`config.mk`:
```
export PLATFORM = sky130hd
export DESIGN_NAME = instruction_fetch
export DESIGN_NICKNAME = d
export VERILOG_FILES = /design/src/rtl/instruction_fetch_pkg.sv /design/src/rtl/instruction_fetch_if_id_reg.sv /design/src/rtl/instruction_fetch.sv
export SDC_FILE = /design/constraint.sdc
export NUM_CORES = 1
export LEC_CHECK = 0
export CAP_MARGIN = 40
export CORE_ASPECT_RATIO = 1.2
export CORE_MARGIN = 2
export CORE_UTILIZATION = 51
export DETAILED_ROUTE_END_ITERATION = 7
export GPL_ROUTABILITY_DRIVEN = 0
export GPL_TIMING_DRIVEN = 0
export HOLD_SLACK_MARGIN = 0.15
export PLACE_DENSITY_LB_ADDON = 0.2
export SYNTH_ARGS = -nofsm -noshare
export SYNTH_HDL_FRONTEND = slang
export SYNTH_SLANG_ARGS = --single-unit
export TNS_END_PERCENT = 50
```
`constraint.sdc`:
```
create_clock -name clk -period 3.96 [get_ports clk]
set_clock_uncertainty 0.2 [all_clocks]
set_input_delay 0.594 -clock clk [delete_from_list [all_inputs] [get_ports clk]]
set_output_delay 0.594 -clock clk [all_outputs]
set_load 0.05 [all_outputs]
```
`src/rtl/instruction_fetch_pkg.sv`:
```
// Shared MIPS fetch-stage definitions: reset vector, bubble word, ROM geometry
// and the IF/ID payload type reused by later pipeline registers.
package instruction_fetch_pkg;

  localparam int          PC_W         = 32;
  localparam int          DEF_ROM_AW   = 6;
  localparam logic [31:0] DEF_RESET_PC = 32'h0000_0000;
  localparam logic [31:0] DEF_NOP_WORD = 32'h0000_0000;

  typedef struct packed {
    logic [31:0] instr;
    logic [31:0] pc4;
    logic        valid;
  } if_id_t;

  function automatic logic [PC_W-1:0] pc_plus4(input logic [PC_W-1:0] pc);
    return pc + 32'd4;
  endfunction

endpackage

```
`src/rtl/instruction_fetch_if_id_reg.sv`:
```
// IF/ID pipeline register: flush beats stall, stall beats load.
// Template for the later pipeline registers.
module if_id_reg
  import instruction_fetch_pkg::*;
#(
  parameter logic [31:0] NOP_WORD = DEF_NOP_WORD
) (
  input  logic        clk,
  input  logic        rst_n,
  input  logic        stall,
  input  logic        flush,
  input  logic        load_valid,
  input  logic [31:0] instr_d,
  input  logic [31:0] pc4_d,
  output if_id_t      q
);

  always_ff @(posedge clk or negedge rst_n) begin
    if (!rst_n) begin
      q.instr <= NOP_WORD;
      q.pc4   <= '0;
      q.valid <= 1'b0;
    end else if (flush) begin
      q.instr <= NOP_WORD;
      q.pc4   <= '0;
      q.valid <= 1'b0;
    end else if (!stall) begin
      q.instr <= load_valid ? instr_d : NOP_WORD;
      q.pc4   <= pc4_d;
      q.valid <= load_valid;
    end
  end

endmodule

```
`src/rtl/instruction_fetch.sv`:
```
// MIPS instruction-fetch stage: PC register, combinational ROM addressing,
// IF/ID capture, sticky fetch-fault flag and fetched-instruction counter.
module instruction_fetch
  import instruction_fetch_pkg::*;
#(
  parameter logic [31:0] RESET_PC = DEF_RESET_PC,
  parameter int          ROM_AW   = DEF_ROM_AW,
  parameter logic [31:0] NOP_WORD = DEF_NOP_WORD
) (
  input  logic              clk,
  input  logic              rst_n,
  input  logic              stall_i,
  input  logic              flush_i,
  input  logic              redirect_i,
  input  logic [31:0]       redirect_pc_i,
  output logic [ROM_AW-1:0] rom_addr_o,
  input  logic [31:0]       rom_data_i,
  output logic [31:0]       pc_o,
  output logic [31:0]       if_id_instr_o,
  output logic [31:0]       if_id_pc4_o,
  output logic              if_id_valid_o,
  output logic              fault_o,
  output logic [31:0]       fetch_cnt_o
);

  logic [31:0] pc;
  logic [31:0] pc4;
  logic [31:0] fetched;
  logic        in_range;
  logic        misaligned;
  logic        loads_valid;
  if_id_t      if_id;

  assign in_range    = (pc[31:ROM_AW+2] == '0);
  assign rom_addr_o  = pc[ROM_AW+1:2];
  assign fetched     = in_range ? rom_data_i : NOP_WORD;
  assign pc4         = pc_plus4(pc);
  assign misaligned  = redirect_i && (redirect_pc_i[1:0] != 2'b00);
  assign loads_valid = !flush_i && !stall_i && in_range;

  // Redirect wins over stall so a taken branch is never lost behind a hazard.
  always_ff @(posedge clk or negedge rst_n) begin
    if (!rst_n)
      pc <= RESET_PC;
    else if (redirect_i)
      pc <= {redirect_pc_i[31:2], 2'b00};
    else if (!stall_i)
      pc <= pc4;
  end

  always_ff @(posedge clk or negedge rst_n) begin
    if (!rst_n) begin
      fault_o     <= 1'b0;
      fetch_cnt_o <= '0;
    end else begin
      if (misaligned || (!stall_i && !in_range))
        fault_o <= 1'b1;
      if (loads_valid)
        fetch_cnt_o <= fetch_cnt_o + 32'd1;
    end
  end

  if_id_reg #(.NOP_WORD(NOP_WORD)) u_if_id (
    .clk       (clk),
    .rst_n     (rst_n),
    .stall     (stall_i),
    .flush     (flush_i),
    .load_valid(in_range),
    .instr_d   (fetched),
    .pc4_d     (pc4),
    .q         (if_id)
  );

  assign pc_o          = pc;
  assign if_id_instr_o = if_id.instr;
  assign if_id_pc4_o   = if_id.pc4;
  assign if_id_valid_o = if_id.valid;

endmodule
```
==> metrics.txt <==
status finished, final reports clean; Max Cap Viol 0; initial core utilization 0.5249; IO Count 205; count leader, synth dfrtp_1; Setup Viol. Count Final 0; via count about 6,000; crit-path leading delay family buffers and inverters; DP Worst Slack approximately 1.2 ns; final worst-path cycle share 0.6829; first-pass GRT wire length 29,550 um; wire per inst ~18 um; critical path's slowest cell clkdlybuf4s50_1; Final Non-Filler Cells approximately 1,100; hold crit path type reg -> reg; clk buf depth 2; initial drt markers roughly 320; power per cell area approximately 390 mW/mm^2; Core Rows 45; Syn-to-layout area delta 42.71%; crit-path max FO 8; CP bufs+invs 2; Achievable Freq roughly 0.37 GHz; Yosys cell types 41; IO buf count 200; initial antenna violation count 0; clock sink count about 130; Antenna Violating Nets Remaining 0; DP Wirelength ~14,000 um; cell count after synthesis between 600 and 700; Worst VDD drop 0.2351 mV; DRC 0; Design Power 0.003704 W; asr flop ratio synth 1.000; Worst setup SP type flip-flop; CTS tree yes; Yosys reg bits roughly 130; CTS Root Cell clkbuf_16; post-layout net count a little under 1,000; die height between 100 and 150 um; Avg Inst Size Synth a little under 10 um^2; Final min period 2.704 ns; largest net degree at the start of global routing between 70 and 80; critical path's largest stage delay roughly 0.79 ns; n_diodes 0; leakage dissipation roughly 3.9 nW; total number of yosys warnings 0; Post-Syn Area between 0.006 and 0.007 mm^2; synth cell count leaders dfrtp_1, nand2_1, xnor2_1; Setup crit start pc_o[6]; Max Slew Vio Count 0; leading area contributor after synthesis dfrtp_1; final WL approximately 19,000 um; Core Region approximately 0.013 mm^2; clock-pin slew on the worst setup and hold paths about 0.060 ns; Hold Crit Start fetch_cnt_o[31]; Least-Margin Pin Slew around 0.71 ns; sequential-to-total area share from yosys stat 0.4779; EDFF count, synth 0; total CTS buffers 17; CP Cell Sequence buf_4 -> clkdlybuf4s50_1; Crit path arrival time approximately 1.9 ns; Die X between 100 and 150 um; Post-synth top flop dfrtp_1; Synth top area share 0.4779; Die ar. about 0.014 mm^2; CTS H-tree depth 4; unrepaired setup endpoints after global routing no; Reg-to-Reg Start pc_o[8]; Crit. End Element primary output; fraction of layout cells with a size suffix above 1 0.08179; fill count approximately 890; CP required ~3.2 ns; Final Hold Vio Count 0; first-pass detailed-route iteration total 5; TNS Setup 0 ns; Slew headroom 0.5249; number of global-route vias before repair between 5,000 and 6,000; Via density between 5 and 6; clock latency on the worst-skew pair approximately 0.4 ns; Post-Place Cells 1,051; main area contributors after synthesis dfrtp_1, xnor2_1, nand2_1, a21oi_1, xor2_1; setup ws final roughly 1.3 ns; gr ovfl total 0; crit path kind reg -> out; total track usage 0.2723
==> through the flow <==
stage,cell area [um^2],util,hold slack [ns]
after floorplan,6654,-,0.09841
after global routing,9490,0.7491,0.2988
after detailed placement,8890,0.7017,0.2726
final,9490,0.7491,0.2761
after global placement,8861,0.6995,0.2634
after CTS,9490,0.7491,0.2806
==> layer usage <==
| layer | wire (um) | vias up | track usage |
|---|---|---|---|
| met2 | 9701 | 250 | 0.4717 |
| met5 | 0 | - | 0 |
| li1 | - | 2783 | - |
| met1 | 7881 | 2931 | 0.3358 |
| met4 | 497 | 0 | 0.1026 |
| met3 | 969 | 41 | 0.05634 |
==> state kept, by name, indices dropped and copies added, names as in the netlist <==
name and cells:
pc_o 30, u_if_id.q 64, fetch_cnt_o 32, fault_o 1
==> area by class of cell <==
class / instances / area (um^2) / area share
buffer: 54 / 271.5 / 0.02861
clock buffer: 21 / 450.4 / 0.04746
clock inverter: 8 / 140.1 / 0.01477
inverter: 15 / 56.30 / 0.005933
multi-input combinational: 490 / 3148 / 0.3317
sequential: 127 / 3178 / 0.3349
tap: 164 / 205.2 / 0.02162
timing repair buffer: 202 / 2041 / 0.2150
==> cells by family (layout without fill, tap and decap cells) <==
family          Yosys count  in the layout  share of synthesized area
simple gates            288            288                     0.2548
flops                   127            127                     0.4779
compound gates           99             99                    0.08015
xor+xnor                 87             87                     0.1146
buf+inv                  69            300                    0.04929
mux                      12             12                    0.01900
fa+ha+maj                 2              2                   0.003762
other cells               1              2                  0.0005639
==> power breakdown <==
| part | total (W) | leakage (nW) | switching, W | internal, W |
|---|---|---|---|---|
| Combinational | 0.000690 | 1.90 | 0.000427 | 0.000263 |
| Clock | 0.00160 | 0.292 | 0.000541 | 0.00105 |
| Sequential | 0.00142 | 1.69 | 0.0000684 | 0.00135 |
==> repair_timing <==
action,4_1_cts,5_1_grt
buffers inserted,0,0
endpoints found under the hold margin,54,0
hold buffers,1,0
gates resized for setup,0,0
==> final timing paths <==
path	to	slack, ns	depth (start not counted)
max	rom_addr_o[4]	1.26	2
min	fetch_cnt_o[31]	0.28	1
max reg2reg	u_if_id.q[49]	1.45	6
min reg2reg	fetch_cnt_o[31]	0.28	1
max in group asynchronous	u_if_id.q[63]	2.32	3
min in group asynchronous	fetch_cnt_o[27]	0.52	2
==> layout by cell type (no fill, tap or decap), types with 8 or more instances in the layout <==
cell	Yosys	final
clkbuf_16	0	17
nor3_1	15	15
nand3b_1	32	32
and3_1	12	12
buf_4	12	12
xnor2_1	58	58
clkbuf_1	27	30
inv_1	15	15
a21oi_1	53	53
dfrtp_1	127	127
nand2_1	89	89
nand4_1	20	20
o21a_1	14	14
nor2b_1	8	8
nor4_1	8	8
nor2_1	33	33
o21ai_0	29	29
nand3_1	35	35
xor2_1	29	29
clkdlybuf4s50_1	0	199
Note: power is estimated with default switching activity, not from simulation.
